**config.mk**
```make
export PLATFORM = sky130hd
export DESIGN_NAME = spi_master_flat
export DESIGN_NICKNAME = d
export VERILOG_FILES = /design/src/rtl/spi_master_if.sv /design/src/rtl/spi_master.sv /design/src/flat_wrapper.sv
export SDC_FILE = /design/constraint.sdc
export NUM_CORES = 1
export LEC_CHECK = 0
export BUFFER_PORTS_ARGS = -buffer_cell sky130_fd_sc_hd__buf_4
export CAP_MARGIN = 20
export CORE_ASPECT_RATIO = 2
export CORE_UTILIZATION = 51
export CTS_CLUSTER_DIAMETER = 50
export DETAILED_ROUTE_END_ITERATION = 7
export PLACE_DENSITY = 0.76
export SYNTH_ARGS = -nofsm -noshare
export SYNTH_HDL_FRONTEND = slang
export SYNTH_SLANG_ARGS = --single-unit
```
**constraint.sdc**
```tcl
create_clock -name clkIn -period 2.3 [get_ports clkIn]
set_clock_uncertainty 0.1 [all_clocks]
set_input_delay 0.46 -clock clkIn [delete_from_list [all_inputs] [get_ports clkIn]]
set_output_delay 0.46 -clock clkIn [all_outputs]
set_load 0.005 [all_outputs]
```
**src/rtl/spi_master_if.sv**
```systemverilog
//==============================================================================
// Module      : spi_master_if
// Description : Control, data and serial-pin bundle between an SPI master and its user.
// Revision    : 1.0 - initial release
//==============================================================================
`default_nettype none

interface spi_master_if #(
   parameter int N = 64
);
   logic         startIn;
   logic         abortIn;
   logic [N-1:0] dataIn;
   logic [N-1:0] dataOut;
   logic         doneOut;
   logic         busyOut;
   logic         ssOut;
   logic         sckOut;
   logic         mosiOut;
   logic         misoIn;

   modport master (
      input  startIn, abortIn, dataIn, misoIn,
      output dataOut, doneOut, busyOut, ssOut, sckOut, mosiOut
   );

   modport slave (
      output startIn, abortIn, dataIn, misoIn,
      input  dataOut, doneOut, busyOut, ssOut, sckOut, mosiOut
   );
endinterface

`default_nettype wire

```
**src/rtl/spi_master.sv**
```systemverilog
//==============================================================================
// Module      : spi_master
// Description : SPI mode-0 master, MSB first, one packet of PACKET_SIZE bytes per start.
// Revision    : 1.0 - initial release
//==============================================================================
`default_nettype none

module spi_master #(
   parameter int PACKET_SIZE = 8,
   parameter int CLK_DIV     = 4
) (
   input  wire logic    clkIn,
   input  wire logic    nResetIn,
   spi_master_if.master bus
);

   localparam int             N        = PACKET_SIZE * 8;
   localparam int             BW       = $clog2(N);
   localparam logic [7:0]     c_RELOAD = 8'(CLK_DIV - 1);
   localparam logic [BW-1:0]  c_LAST   = BW'(N - 1);

   typedef enum logic [2:0] {
      S_IDLE     = 3'd0,
      S_LEAD     = 3'd1,
      S_SHIFT_HI = 3'd2,
      S_SHIFT_LO = 3'd3,
      S_TRAIL    = 3'd4,
      S_GAP      = 3'd5
   } state_t;

   state_t        r_state, w_state;
   logic [7:0]    r_cnt,   w_cnt;
   logic [BW-1:0] r_bit,   w_bit;
   logic [N-1:0]  r_tx,    w_tx;
   logic [N-1:0]  r_rx,    w_rx;
   logic [N-1:0]  r_dout,  w_dout;
   logic          r_done,  w_done;
   logic          r_busy,  w_busy;
   logic          r_ss,    w_ss;
   logic          r_sck,   w_sck;
   logic          r_mosi,  w_mosi;

   logic w_tick;
   logic w_start;
   logic w_active;
   logic w_load;

   assign w_tick   = (r_cnt == 8'd0);
   assign w_start  = bus.startIn && !bus.abortIn;
   assign w_active = (r_state == S_LEAD) || (r_state == S_SHIFT_HI) ||
                     (r_state == S_SHIFT_LO) || (r_state == S_TRAIL);
   // A start is taken in IDLE or on the very edge GAP expires, so a held start
   // yields back-to-back packets with exactly CLK_DIV cycles of ss high.
   assign w_load   = w_start && ((r_state == S_IDLE) || ((r_state == S_GAP) && w_tick));

   always_comb begin
      w_state = r_state;
      w_cnt   = r_cnt;
      w_bit   = r_bit;
      w_tx    = r_tx;
      w_rx    = r_rx;
      w_dout  = r_dout;
      w_done  = 1'b0;
      w_busy  = r_busy;
      w_ss    = r_ss;
      w_sck   = r_sck;
      w_mosi  = r_mosi;

      if (w_active && bus.abortIn) begin
         w_ss    = 1'b1;
         w_sck   = 1'b0;
         w_mosi  = 1'b0;
         w_cnt   = c_RELOAD;
         w_state = S_GAP;
      end else if (w_active && !w_tick) begin
         w_cnt = r_cnt - 8'd1;
      end else begin
         case (r_state)
            S_LEAD: begin
               w_sck   = 1'b1;
               w_cnt   = c_RELOAD;
               w_state = S_SHIFT_HI;
            end
            S_SHIFT_HI: begin
               w_sck = 1'b0;
               w_cnt = c_RELOAD;
               w_rx  = {r_rx[N-2:0], bus.misoIn};
               w_tx  = {r_tx[N-2:0], 1'b0};
               if (r_bit == c_LAST) begin
                  w_mosi  = 1'b0;
                  w_state = S_TRAIL;
               end else begin
                  w_mosi  = r_tx[N-2];
                  w_bit   = r_bit + 1'b1;
                  w_state = S_SHIFT_LO;
               end
            end
            S_SHIFT_LO: begin
               w_sck   = 1'b1;
               w_cnt   = c_RELOAD;
               w_state = S_SHIFT_HI;
            end
            S_TRAIL: begin
               w_ss    = 1'b1;
               w_dout  = r_rx;
               w_done  = 1'b1;
               w_cnt   = c_RELOAD;
               w_state = S_GAP;
            end
            S_GAP: begin
               if (w_tick) begin
                  w_busy  = 1'b0;
                  w_state = S_IDLE;
               end else begin
                  w_cnt = r_cnt - 8'd1;
               end
            end
            default: begin
               w_state = S_IDLE;
            end
         endcase
      end

      if (w_load) begin
         w_state = S_LEAD;
         w_cnt   = c_RELOAD;
         w_bit   = '0;
         w_tx    = bus.dataIn;
         w_ss    = 1'b0;
         w_busy  = 1'b1;
         w_mosi  = bus.dataIn[N-1];
      end
   end

   always_ff @(posedge clkIn) begin
      if (!nResetIn) begin
         r_state <= S_IDLE;
         r_cnt   <= 8'd0;
         r_bit   <= '0;
         r_tx    <= '0;
         r_rx    <= '0;
         r_dout  <= '0;
         r_done  <= 1'b0;
         r_busy  <= 1'b0;
         r_ss    <= 1'b1;
         r_sck   <= 1'b0;
         r_mosi  <= 1'b0;
      end else begin
         r_state <= w_state;
         r_cnt   <= w_cnt;
         r_bit   <= w_bit;
         r_tx    <= w_tx;
         r_rx    <= w_rx;
         r_dout  <= w_dout;
         r_done  <= w_done;
         r_busy  <= w_busy;
         r_ss    <= w_ss;
         r_sck   <= w_sck;
         r_mosi  <= w_mosi;
      end
   end

   assign bus.dataOut = r_dout;
   assign bus.doneOut = r_done;
   assign bus.busyOut = r_busy;
   assign bus.ssOut   = r_ss;
   assign bus.sckOut  = r_sck;
   assign bus.mosiOut = r_mosi;

endmodule

`default_nettype wire
```
**src/flat_wrapper.sv**
```systemverilog
// flat-port wrapper written by rule: the top's interface ports become plain ports
module spi_master_flat 
#(
   parameter int PACKET_SIZE = 8,
   parameter int CLK_DIV     = 4
)
  (clkIn, nResetIn, bus_startIn, bus_abortIn, bus_dataIn, bus_misoIn, bus_dataOut, bus_doneOut, bus_busyOut, bus_ssOut, bus_sckOut, bus_mosiOut);
  spi_master_if bus_i ();
  input  wire logic clkIn;
  input  wire logic nResetIn;
  input wire logic [$bits(bus_i.startIn)-1:0] bus_startIn;
  input wire logic [$bits(bus_i.abortIn)-1:0] bus_abortIn;
  input wire logic [$bits(bus_i.dataIn)-1:0] bus_dataIn;
  input wire logic [$bits(bus_i.misoIn)-1:0] bus_misoIn;
  output wire logic [$bits(bus_i.dataOut)-1:0] bus_dataOut;
  output wire logic [$bits(bus_i.doneOut)-1:0] bus_doneOut;
  output wire logic [$bits(bus_i.busyOut)-1:0] bus_busyOut;
  output wire logic [$bits(bus_i.ssOut)-1:0] bus_ssOut;
  output wire logic [$bits(bus_i.sckOut)-1:0] bus_sckOut;
  output wire logic [$bits(bus_i.mosiOut)-1:0] bus_mosiOut;
  assign bus_i.startIn = bus_startIn;
  assign bus_i.abortIn = bus_abortIn;
  assign bus_i.dataIn = bus_dataIn;
  assign bus_i.misoIn = bus_misoIn;
  assign bus_dataOut = bus_i.dataOut;
  assign bus_doneOut = bus_i.doneOut;
  assign bus_busyOut = bus_i.busyOut;
  assign bus_ssOut = bus_i.ssOut;
  assign bus_sckOut = bus_i.sckOut;
  assign bus_mosiOut = bus_i.mosiOut;
  spi_master #(.PACKET_SIZE(PACKET_SIZE), .CLK_DIV(CLK_DIV)) u_core (.clkIn(clkIn), .nResetIn(nResetIn), .bus(bus_i));
endmodule
```
==> results.sh, run 1 <==
export IMPL_outcome="complete, no violations"
export IMPL_ant_nets=0
export IMPL_seqCellArea_mm2=0.00427
export IMPL_yosys_warnings=0
export IMPL_grt_max_degree=77
export IMPL_rsz0062_at_grt="yes"
export IMPL_cts_path_max_buffers=3
export IMPL_fin_nets=1251
export IMPL_drc=0
export IMPL_setup_slack_ps=59.5
export IMPL_worst_endpoint_arrival_ps=2540
export IMPL_die_area_mm2=0.0172
export IMPL_drt_iter0_markers=254
export IMPL_synth_cell_types=47
export IMPL_worstReg2RegStart="u_core.r_cnt[0]"
export IMPL_cts_tree="yes"
export IMPL_slew_viol_final=0
export IMPL_grt_usage=0.224
export IMPL_overflow=0
export IMPL_hold_depth=3
export IMPL_r2r_cells=11
export IMPL_io_pins=138
export IMPL_min_from="bus_misoIn"
export IMPL_postLayoutCoreUtil=0.655
export IMPL_synth_edff_count=0
export IMPL_worst_slew_pin_slew_ps=469
export IMPL_diodes=0
export IMPL_yosysTopAreaCell="dfxtp_1"
export IMPL_p_per_area_mw_per_mm2=877
export IMPL_worstSetupStartpointType="flip-flop"
export IMPL_fin_tns_setup_ps=0
export IMPL_start_util=0.522
export IMPL_vias_per_cell=5.44
export IMPL_dpl_cell_area_mm2=0.00979
export IMPL_dp_hpwl_um=12600
export IMPL_peakVddDrop_mv=0.912
export IMPL_grt_pass1_vias=6892
export IMPL_dp_cells=1348
export IMPL_fin_cells=1393
export IMPL_power_leakage_nw=3.94
export IMPL_syn_inst=1057
export IMPL_grt_antenna_before_repair=0
export IMPL_max_clock_freq_mhz=446
export IMPL_core_area_mm2=0.0163
export IMPL_yosysSeqAreaShare=0.502
export IMPL_fp_dieW_um=93.3
export IMPL_syn_cell_area_mm2=0.00849
export IMPL_worstReg2RegEnd="u_core.r_tx[62]"
export IMPL_fillers=1419
export IMPL_yosysTopAreaCellShare=0.502
export IMPL_r2r_slack_ps=60
export IMPL_stdcell_area_mm2=0.0106
export IMPL_slew_headroom=0.687
export IMPL_dr_pass1_iters=5
export IMPL_syn_nets=1128
export IMPL_setup_violations=0
export IMPL_ys_seq_elements=213
export IMPL_min_path_type="in -> reg"
export IMPL_dpl_worst_slack_ps=-14.4
export IMPL_async_flop_share=0
export IMPL_period_minus_slack_ps=2240
export IMPL_required_ps=2600
export IMPL_hold_viol=0
export IMPL_multiInputGateArea_mm2=0.00389
export IMPL_root_buffer="clkbuf_16"
export IMPL_synth_area_leaders="dfxtp_1 (50%), nand2_1 (17%), a21boi_0 (12%)"
export IMPL_clk_latency_ps=480
export IMPL_area_growth_pct=25.3
export IMPL_grt_pass1_wl_um=31900
export IMPL_drt_wirelength_per_cell_um=14.9
export IMPL_cts_sinks=213
export IMPL_cts_max_level=1
export IMPL_die_height_um=185
export IMPL_rows=66
export IMPL_maxCapViolCount=0
export IMPL_drive_gt1_frac=0.189
export IMPL_critPathKind="reg -> reg"
export IMPL_totalWireLength_um=20800
export IMPL_path_clk_slew_ps=70
export IMPL_min_to="u_core.r_rx[0]"
export IMPL_yosys_most_used_dff="dfxtp_1"
export IMPL_num_vias=7580
export IMPL_path_max_fanout=11
export IMPL_finalCritPeriodShare=0.974
export IMPL_syn_avg_cell_area_um2=8.04
export IMPL_cts_buffers=19
export IMPL_end_kind="flip-flop"
export IMPL_gp_congestion=0.898
export IMPL_portBuffers=137
[how the worst max path moves through the flow]
stage | depth (start not counted) | endpoint | from
after floorplan | 11 | u_core.r_tx[53] | u_core.r_cnt[0]
after global placement | 10 | u_core.r_tx[0] | u_core.r_cnt[0]
after detailed placement | 10 | u_core.r_tx[39] | u_core.r_cnt[0]
after CTS | 11 | u_core.r_tx[39] | u_core.r_cnt[0]
after global routing | 11 | u_core.r_tx[62] | u_core.r_cnt[0]
final | 11 | u_core.r_tx[62] | u_core.r_cnt[0]
[routing by layer]
layer  routed length (um)  vias up  GRT usage
met1                 8270     3557      0.261
met4                  641        0     0.0775
li1                     -     3773          -
met2                11100      207      0.414
met3                  785       43     0.0276
met5                    0        -          0
[state kept, by name (all words and copies together) (netlist names)]
name                flops
u_core.bus.dataOut     64
u_core.r_tx            63
u_core.bus.ssOut        1
u_core.bus.sckOut       1
u_core.r_cnt            8
u_core.r_state          3
u_core.r_rx            64
u_core.bus.doneOut      1
u_core.r_bit            6
u_core.bus.busyOut      1
u_core.bus.mosiOut      1
[worst max-delay path: stages, from the launching register on]
cell and delay (ps):
dfxtp_2 340, inv_1 50, ha_2 200, nor3b_2 150
buf_4 160, and4_1 190, o211ai_1 170, buf_4 220
buf_12 160, buf_6 140, o21ai_0 100, a31oi_1 190
[kinds of logic (layout without fill, tap and decap cells)]
| group | after synthesis | in the layout | share of synthesized area |
|---|---|---|---|
| XOR/XNOR | 5 | 5 | 0.00516 |
| adder cells (fa/ha/maj) | 2 | 2 | 0.00295 |
| multiplexers | 5 | 5 | 0.00604 |
| flip-flops | 213 | 213 | 0.502 |
| AO/OA/AOI/OAI | 285 | 285 | 0.222 |
| AND/OR/NAND/NOR | 462 | 462 | 0.218 |
| buffers and inverters | 85 | 217 | 0.0436 |
[cell usage after synthesis (2+ instances only)]
cell type,number
or3_1,3
buf_2,26
and4_1,2
o21ai_0,67
mux2i_1,4
a211oi_1,2
nand3_1,6
nand3b_1,2
o31a_1,2
and3_1,4
o211ai_1,2
a21oi_1,7
dfxtp_1,213
nor2_1,27
ha_1,2
or2_2,2
a31oi_1,63
buf_4,5
nand2_1,396
xnor2_1,4
o21a_1,3
a21boi_0,131
nor2b_1,2
nor3_1,7
clkbuf_1,49
inv_1,4
nor3b_1,2
[placed cells by master, fill, tap and decap left out, types with 6 or more instances in the layout]
cell       synthesis  layout
a31oi_1           63      63
nand2_1          396     396
nor2_1            27      27
dfxtp_1          213     211
a21boi_0         131     131
a21oi_1            7       7
o21ai_0           67      65
clkbuf_16          0      26
buf_4              5     166
buf_12             0       6
nor3_1             7       6
[report_power, final]
group / total [mW] / internal, mW / switching [mW] / leakage, nW
Combinational: 2.01 / 0.931 / 1.08 / 1.91
Clock: 3.13 / 1.80 / 1.33 / 0.294
Sequential: 4.21 / 3.98 / 0.225 / 1.73
Total: 9.34 / 6.71 / 2.63 / 3.94
[metrics by stage]
step	hold WS (ps)	total power [mW]
floorplan	341	5.35
global route	150	9.77
detailed placement	358	6.03
global placement	346	5.99
CTS	129	9.17
finish	140	9.34
[layout make-up]
cell class              count  share of cell area
well taps                 204              0.0240
flip-flops and latches    213               0.401
repair buffers            183               0.152
inverters                   4             0.00141
clock buffers              22              0.0476
clock inverters             8             0.00893
multi-input cells         759               0.365
[timing repair]
item / 4_1_cts / 5_1_grt
gates cloned: 0 / 7
hold buffers: 0 / 0
buffers inserted: 1 / 7
hold endpoints to repair: 0 / 0
pin swaps: 1 / 4
setup endpoints to repair: 11 / 166
resized for setup: 0 / 12
Power figures use the tool's default switching activity.
==> run 2, diff against run 1 <==
--- a/config.mk
+++ b/config.mk
@@ -8,10 +8,11 @@
 export BUFFER_PORTS_ARGS = -buffer_cell sky130_fd_sc_hd__buf_4
 export CAP_MARGIN = 20
 export CORE_ASPECT_RATIO = 2
-export CORE_UTILIZATION = 51
+export CORE_UTILIZATION = 53
 export CTS_CLUSTER_DIAMETER = 50
 export DETAILED_ROUTE_END_ITERATION = 7
 export PLACE_DENSITY = 0.76
+export SLEW_MARGIN = 20
 export SYNTH_ARGS = -nofsm -noshare
 export SYNTH_HDL_FRONTEND = slang
 export SYNTH_SLANG_ARGS = --single-unit
==> constraint.sdc (replaced) <==
create_clock -name clkIn -period 2.7 [get_ports clkIn]
set_clock_uncertainty 0.1 [all_clocks]
set_input_delay 0.54 -clock clkIn [delete_from_list [all_inputs] [get_ports clkIn]]
set_output_delay 0.54 -clock clkIn [all_outputs]
set_load 0.005 [all_outputs]
==> run 2 against run 1 <==
Register-to-register slack better by 180 ps. Flip-flop and latch count unchanged. Non-clock buffer count down 29. Critical path depth down 3. Design area down 3.4%. Worst setup slack better by 180 ps. Core utilization up 0.089 points. Largest cell class unchanged. Largest power group unchanged.
==> results.sh, run 2 (synthesis gave the netlist of run 1 again) <==
export IMPL_finalCritPeriodShare=0.911
export IMPL_setup_slack_ps=241
export IMPL_crit_start="u_core.r_cnt[0]"
export IMPL_dpl_worst_slack_ps=297
export IMPL_critical_path_cell_count=8
export IMPL_cp_top_family="simple AND/OR/NAND/NOR gates"
export IMPL_ant_nets=0
export IMPL_peakVddDrop_mv=0.670
export IMPL_grt_pass1_vias=6851
export IMPL_fin_tns_setup_ps=0
export IMPL_die_height_um=181
export IMPL_max_clock_freq_mhz=407
export IMPL_start_util=0.541
export IMPL_cts_tree="yes"
export IMPL_grt_pass1_wl_um=31600
export IMPL_required_ps=2990
export IMPL_worstReg2RegStart="u_core.r_cnt[0]"
export IMPL_cts_sinks=213
export IMPL_cp_buffers_inverters=2
export IMPL_path_cells="inv_1, ha_1, nor3b_1, buf_4, and4_1, o211ai_1, nand3_1, a211oi_1"
export IMPL_cts_hold_buf=0
export IMPL_cts_buffers=19
export IMPL_p_per_area_mw_per_mm2=747
export IMPL_slew_headroom=0.555
export IMPL_fp_dieW_um=91.5
export IMPL_path_clk_slew_ps=70
export IMPL_maxCapViolCount=0
export IMPL_end_kind="flip-flop"
export IMPL_totalPowerFinal_mw=7.69
export IMPL_cts_setup_buffers=0
export IMPL_power_leakage_nw=3.74
export IMPL_diodes=0
export IMPL_clk_latency_ps=480
export IMPL_vias_per_cell=5.40
export IMPL_rsz0062_at_grt="no"
export IMPL_worstSetupStartpointType="flip-flop"
export IMPL_area_growth_pct=21.1
export IMPL_gp_congestion=0.887
export IMPL_rows=65
export IMPL_fin_hold_ws_ps=228
export IMPL_root_buffer="clkbuf_16"
export IMPL_worst_endpoint_arrival_ps=2750
export IMPL_max_stage_delay_ps=410
export IMPL_drt_iter0_markers=232
export IMPL_cts_max_level=1
export IMPL_period_minus_slack_ps=2460
export IMPL_slew_viol_final=0
export IMPL_io_pins=138
export IMPL_postLayoutCoreUtil=0.655
export IMPL_r2r_cells=8
export IMPL_final_cell_mix="nand2_1 (396), dfxtp_1 (213), buf_4 (146)"
export IMPL_cp_endpoint="u_core.r_state[1]"
export IMPL_totalWireLength_um=18700
export IMPL_worst_slew_pin_slew_ps=659
export IMPL_dr_pass1_iters=5
export IMPL_num_vias=7361
export IMPL_outcome="complete, no violations"
export IMPL_fin_nets=1222
export IMPL_grt_usage=0.227
export IMPL_cpMaxStageDelayCell="o211ai_1"
export IMPL_drt_wirelength_per_cell_um=13.7
export IMPL_drc=0
export IMPL_hold_viol=0
export IMPL_setup_violations=0
export IMPL_grt_antenna_before_repair=0
export IMPL_postCtsResizedCells=0
export IMPL_layout_commonest_cell="nand2_1"
export IMPL_min_path_type="in -> reg"
export IMPL_overflow=0
export IMPL_path_max_fanout=8
export IMPL_core_area_mm2=0.0157
export IMPL_portBuffers=137
export IMPL_worstReg2RegEnd="u_core.r_state[1]"
export IMPL_dp_hpwl_um=11900
export IMPL_drive_gt1_frac=0.166
export IMPL_cts_path_max_buffers=3
export IMPL_die_area_mm2=0.0166
export IMPL_r2r_slack_ps=240
export IMPL_critPathKind="reg -> reg"
export IMPL_grt_max_degree=102
## run 2: cell count changes in the layout (fill, tap and decap cells not counted), sizes merged
cell / before / now
clkbuf: 29 / 24
buf: 176 / 154
clkinvlp: 2 / 0
inv: 4 / 6
## run 2: worst min path at each step
stage | from | end | slack (ps) | depth (start not counted)
2_1_floorplan | u_core.r_rx[63] | u_core.bus.dataOut[63] | 340 | 2
3_3_place_gp | u_core.r_rx[63] | u_core.bus.dataOut[63] | 350 | 2
3_5_place_dp | u_core.bus.dataOut[30] | u_core.bus.dataOut[30] | 360 | 2
4_1_cts | bus_dataIn[63] | u_core.bus.mosiOut | 210 | 3
5_1_grt | bus_dataIn[63] | u_core.bus.mosiOut | 220 | 3
6_report | bus_dataIn[63] | u_core.bus.mosiOut | 230 | 3
## run 2: metal layers
layer | share of wire | GRT usage | vias to the layer above
li1 | - | - | 3712
met1 | 0.39 | 0.259 | 3436
met2 | 0.54 | 0.427 | 177
met3 | 0.042 | 0.0290 | 36
met4 | 0.024 | 0.0762 | 0
met5 | 0 | 0 | -
## run 2: final cells by class
class | count | area (um^2)
sequential | 213 | 4260
tap | 201 | 251
timing repair buffer | 154 | 1260
inverter | 4 | 15.0
clock inverter | 8 | 97.6
multi-input combinational | 759 | 3880
clock buffer | 24 | 524
fill | 1380 | 5410
## run 2: tightest hold or removal path: cells and delay by family
| family | cells | cell delay, ps |
|---|---|---|
| AOI/OAI and AO/OA | 1 | 70 |
| buffers and inverters | 1 | 110 |
| and+or+nand+nor | 1 | 50 |
## run 2: stage by stage
stage	area (um^2)	instances
after floorplan	8490	1057
after global placement	9670	1331
after detailed placement	9670	1331
after CTS	10300	1363
after global routing	10300	1363
final	10300	1363
## run 2: power by group
group,switching [mW],internal (mW)
registers,0.182,3.39
clock network,1.16,1.57
logic,0.810,0.572
total,2.15,5.54
==> run 3, diff against run 2 <==
--- a/config.mk
+++ b/config.mk
@@ -11,6 +11,7 @@
 export CORE_UTILIZATION = 53
 export CTS_CLUSTER_DIAMETER = 50
 export DETAILED_ROUTE_END_ITERATION = 7
+export HOLD_SLACK_MARGIN = 0.15
 export PLACE_DENSITY = 0.76
 export SLEW_MARGIN = 20
 export SYNTH_ARGS = -nofsm -noshare
==> constraint.sdc (replaced) <==
create_clock -name clkIn -period 2.8 [get_ports clkIn]
set_clock_uncertainty 0.1 [all_clocks]
set_input_delay 0.56 -clock clkIn [delete_from_list [all_inputs] [get_ports clkIn]]
set_output_delay 0.56 -clock clkIn [all_outputs]
set_load 0.005 [all_outputs]
==> run 3 against run 2 <==
Fmax rose by 1.6%. Sequential share of layout area increased by 0.061 points. Design area decreased by 0.15%. Worst setup slack better by 140 ps. Flip-flop and latch count unchanged. Via count is 0.52% lower. Largest cell class unchanged.
==> results.sh, run 3 (synthesis gave the netlist of run 1 again) <==
export IMPL_vias_per_cell=5.38
export IMPL_fp_dieW_um=91.5
export IMPL_path_clk_slew_ps=60
export IMPL_postCtsResizedCells=0
export IMPL_cts_tree="yes"
export IMPL_path_max_fanout=47
export IMPL_fin_tns_setup_ps=0
export IMPL_root_buffer="clkbuf_16"
export IMPL_dr_pass1_iters=4
export IMPL_grt_max_degree=89
export IMPL_worst_slew_pin_slew_ps=893
export IMPL_combPwrFrac=0.179
export IMPL_peakVddDrop_mv=0.487
export IMPL_critPathKind="reg -> reg"
export IMPL_drive_gt1_frac=0.162
export IMPL_cts_max_level=1
export IMPL_clk_latency_ps=470
export IMPL_fillers=1400
export IMPL_num_vias=7323
export IMPL_setup_violations=0
export IMPL_grt_antenna_before_repair=0
export IMPL_layout_commonest_cell="nand2_1"
export IMPL_end_kind="flip-flop"
export IMPL_overflow=0
export IMPL_power_leakage_nw=3.73
export IMPL_grt_pass1_wl_um=31400
export IMPL_multiInputGateArea_mm2=0.00388
export IMPL_cp_top_family="simple AND/OR/NAND/NOR gates"
export IMPL_ant_nets=0
export IMPL_hold_viol=0
export IMPL_worst_endpoint_arrival_ps=2700
export IMPL_rows=65
export IMPL_drt_wirelength_per_cell_um=13.6
export IMPL_diodes=0
export IMPL_drc=0
export IMPL_p_per_area_mw_per_mm2=712
export IMPL_seqCellArea_mm2=0.00426
export IMPL_gp_congestion=0.876
export IMPL_p_int_mw=5.31
export IMPL_core_area_mm2=0.0157
export IMPL_cts_buffers=19
export IMPL_cts_path_max_buffers=3
export IMPL_cpMaxStageDelayCell="dfxtp_1"
export IMPL_required_ps=3080
export IMPL_cts_setup_buffers=0
export IMPL_grt_pass1_vias=6885
export IMPL_die_height_um=181
export IMPL_max_stage_delay_ps=350
export IMPL_period_minus_slack_ps=2420
export IMPL_die_area_mm2=0.0166
export IMPL_totalWireLength_um=18500
export IMPL_maxCapViolCount=0
export IMPL_max_clock_freq_mhz=413
export IMPL_worstSetupStartpointType="flip-flop"
export IMPL_cp_buffers_inverters=3
export IMPL_fin_hold_ws_ps=248
export IMPL_start_util=0.541
export IMPL_slew_viol_final=0
export IMPL_min_path_type="in -> reg"
export IMPL_rsz0062_at_grt="no"
export IMPL_grt_usage=0.224
export IMPL_portBuffers=137
export IMPL_outcome="complete, no violations"
export IMPL_cts_hold_buf=0
export IMPL_p_sw_frac=0.274
export IMPL_dp_hpwl_um=11700
export IMPL_io_pins=138
export IMPL_fin_nets=1219
export IMPL_totalPowerFinal_mw=7.31
export IMPL_clock_power_share=0.350
export IMPL_final_cell_mix="nand2_1 (396), dfxtp_1 (213), buf_4 (142)"
export IMPL_cts_sinks=213
export IMPL_seq_power_share=0.471
export IMPL_drt_iter0_markers=299
export IMPL_slew_headroom=0.397
export IMPL_finalCritPeriodShare=0.864
export IMPL_path_cells="inv_1, ha_1, nor3b_1, buf_4, and4_1, o211ai_1, buf_12, nand3_1, a211oi_1"
export IMPL_power_switching_mw=2.00
export IMPL_area_growth_pct=20.9
-- run 3: path summary, 6_finish.rpt --
check             cells past startpoint                      to  slack (ps)                   start
setup / recovery                      9       u_core.r_state[1]         380         u_core.r_cnt[0]
hold / removal                        3          u_core.r_rx[0]         250              bus_misoIn
setup reg to reg                      9       u_core.r_state[1]         380         u_core.r_cnt[0]
hold reg to reg                       2  u_core.bus.dataOut[61]         360  u_core.bus.dataOut[61]
-- run 3: layout make-up --
| class | count | share of cell area |
|---|---|---|
| clock inverter | 3 | 0.00390 |
| inverter | 4 | 0.00146 |
| tap | 201 | 0.0245 |
| sequential | 213 | 0.415 |
| clock buffer | 30 | 0.0562 |
| multi-input combinational | 759 | 0.378 |
| timing repair buffer | 151 | 0.121 |
-- run 3: per-layer routing --
| metal | wire length, um | GRT usage | share of wire |
|---|---|---|---|
| met1 | 7630 | 0.263 | 0.41 |
| met2 | 9830 | 0.414 | 0.53 |
| met3 | 691 | 0.0265 | 0.037 |
| met4 | 334 | 0.0737 | 0.018 |
| met5 | 0 | 0 | 0 |
-- run 3: worst reg2reg max path: stages, from the launching register on --
cell,delay (ps)
dfxtp_1,350
inv_1,60
ha_1,230
nor3b_1,150
buf_4,160
and4_1,190
o211ai_1,250
buf_12,250
nand3_1,300
a211oi_1,290
-- run 3: stage by stage --
| stage | setup slack [ps] | utilization | instances | cell area [um^2] |
|---|---|---|---|---|
| after global placement | 453 | 0.615 | 1328 | 9660 |
| after floorplan | 545 | - | 1057 | 8490 |
| after detailed placement | 357 | 0.615 | 1328 | 9660 |
| final | 380 | 0.654 | 1361 | 10300 |
| after CTS | 356 | 0.654 | 1361 | 10300 |
| after global routing | 205 | 0.654 | 1361 | 10300 |
-- run 3: power by group through the flow --
| stage | sequential (mW) | clock [mW] | combinational, mW |
|---|---|---|---|
| floorplan | 3.44 | 0 | 0.955 |
| global placement | 3.50 | 0 | 1.28 |
| detailed placement | 3.50 | 0 | 1.31 |
| CTS | 3.44 | 2.61 | 1.32 |
| global route | 3.48 | 2.74 | 1.47 |
| finish | 3.45 | 2.56 | 1.31 |
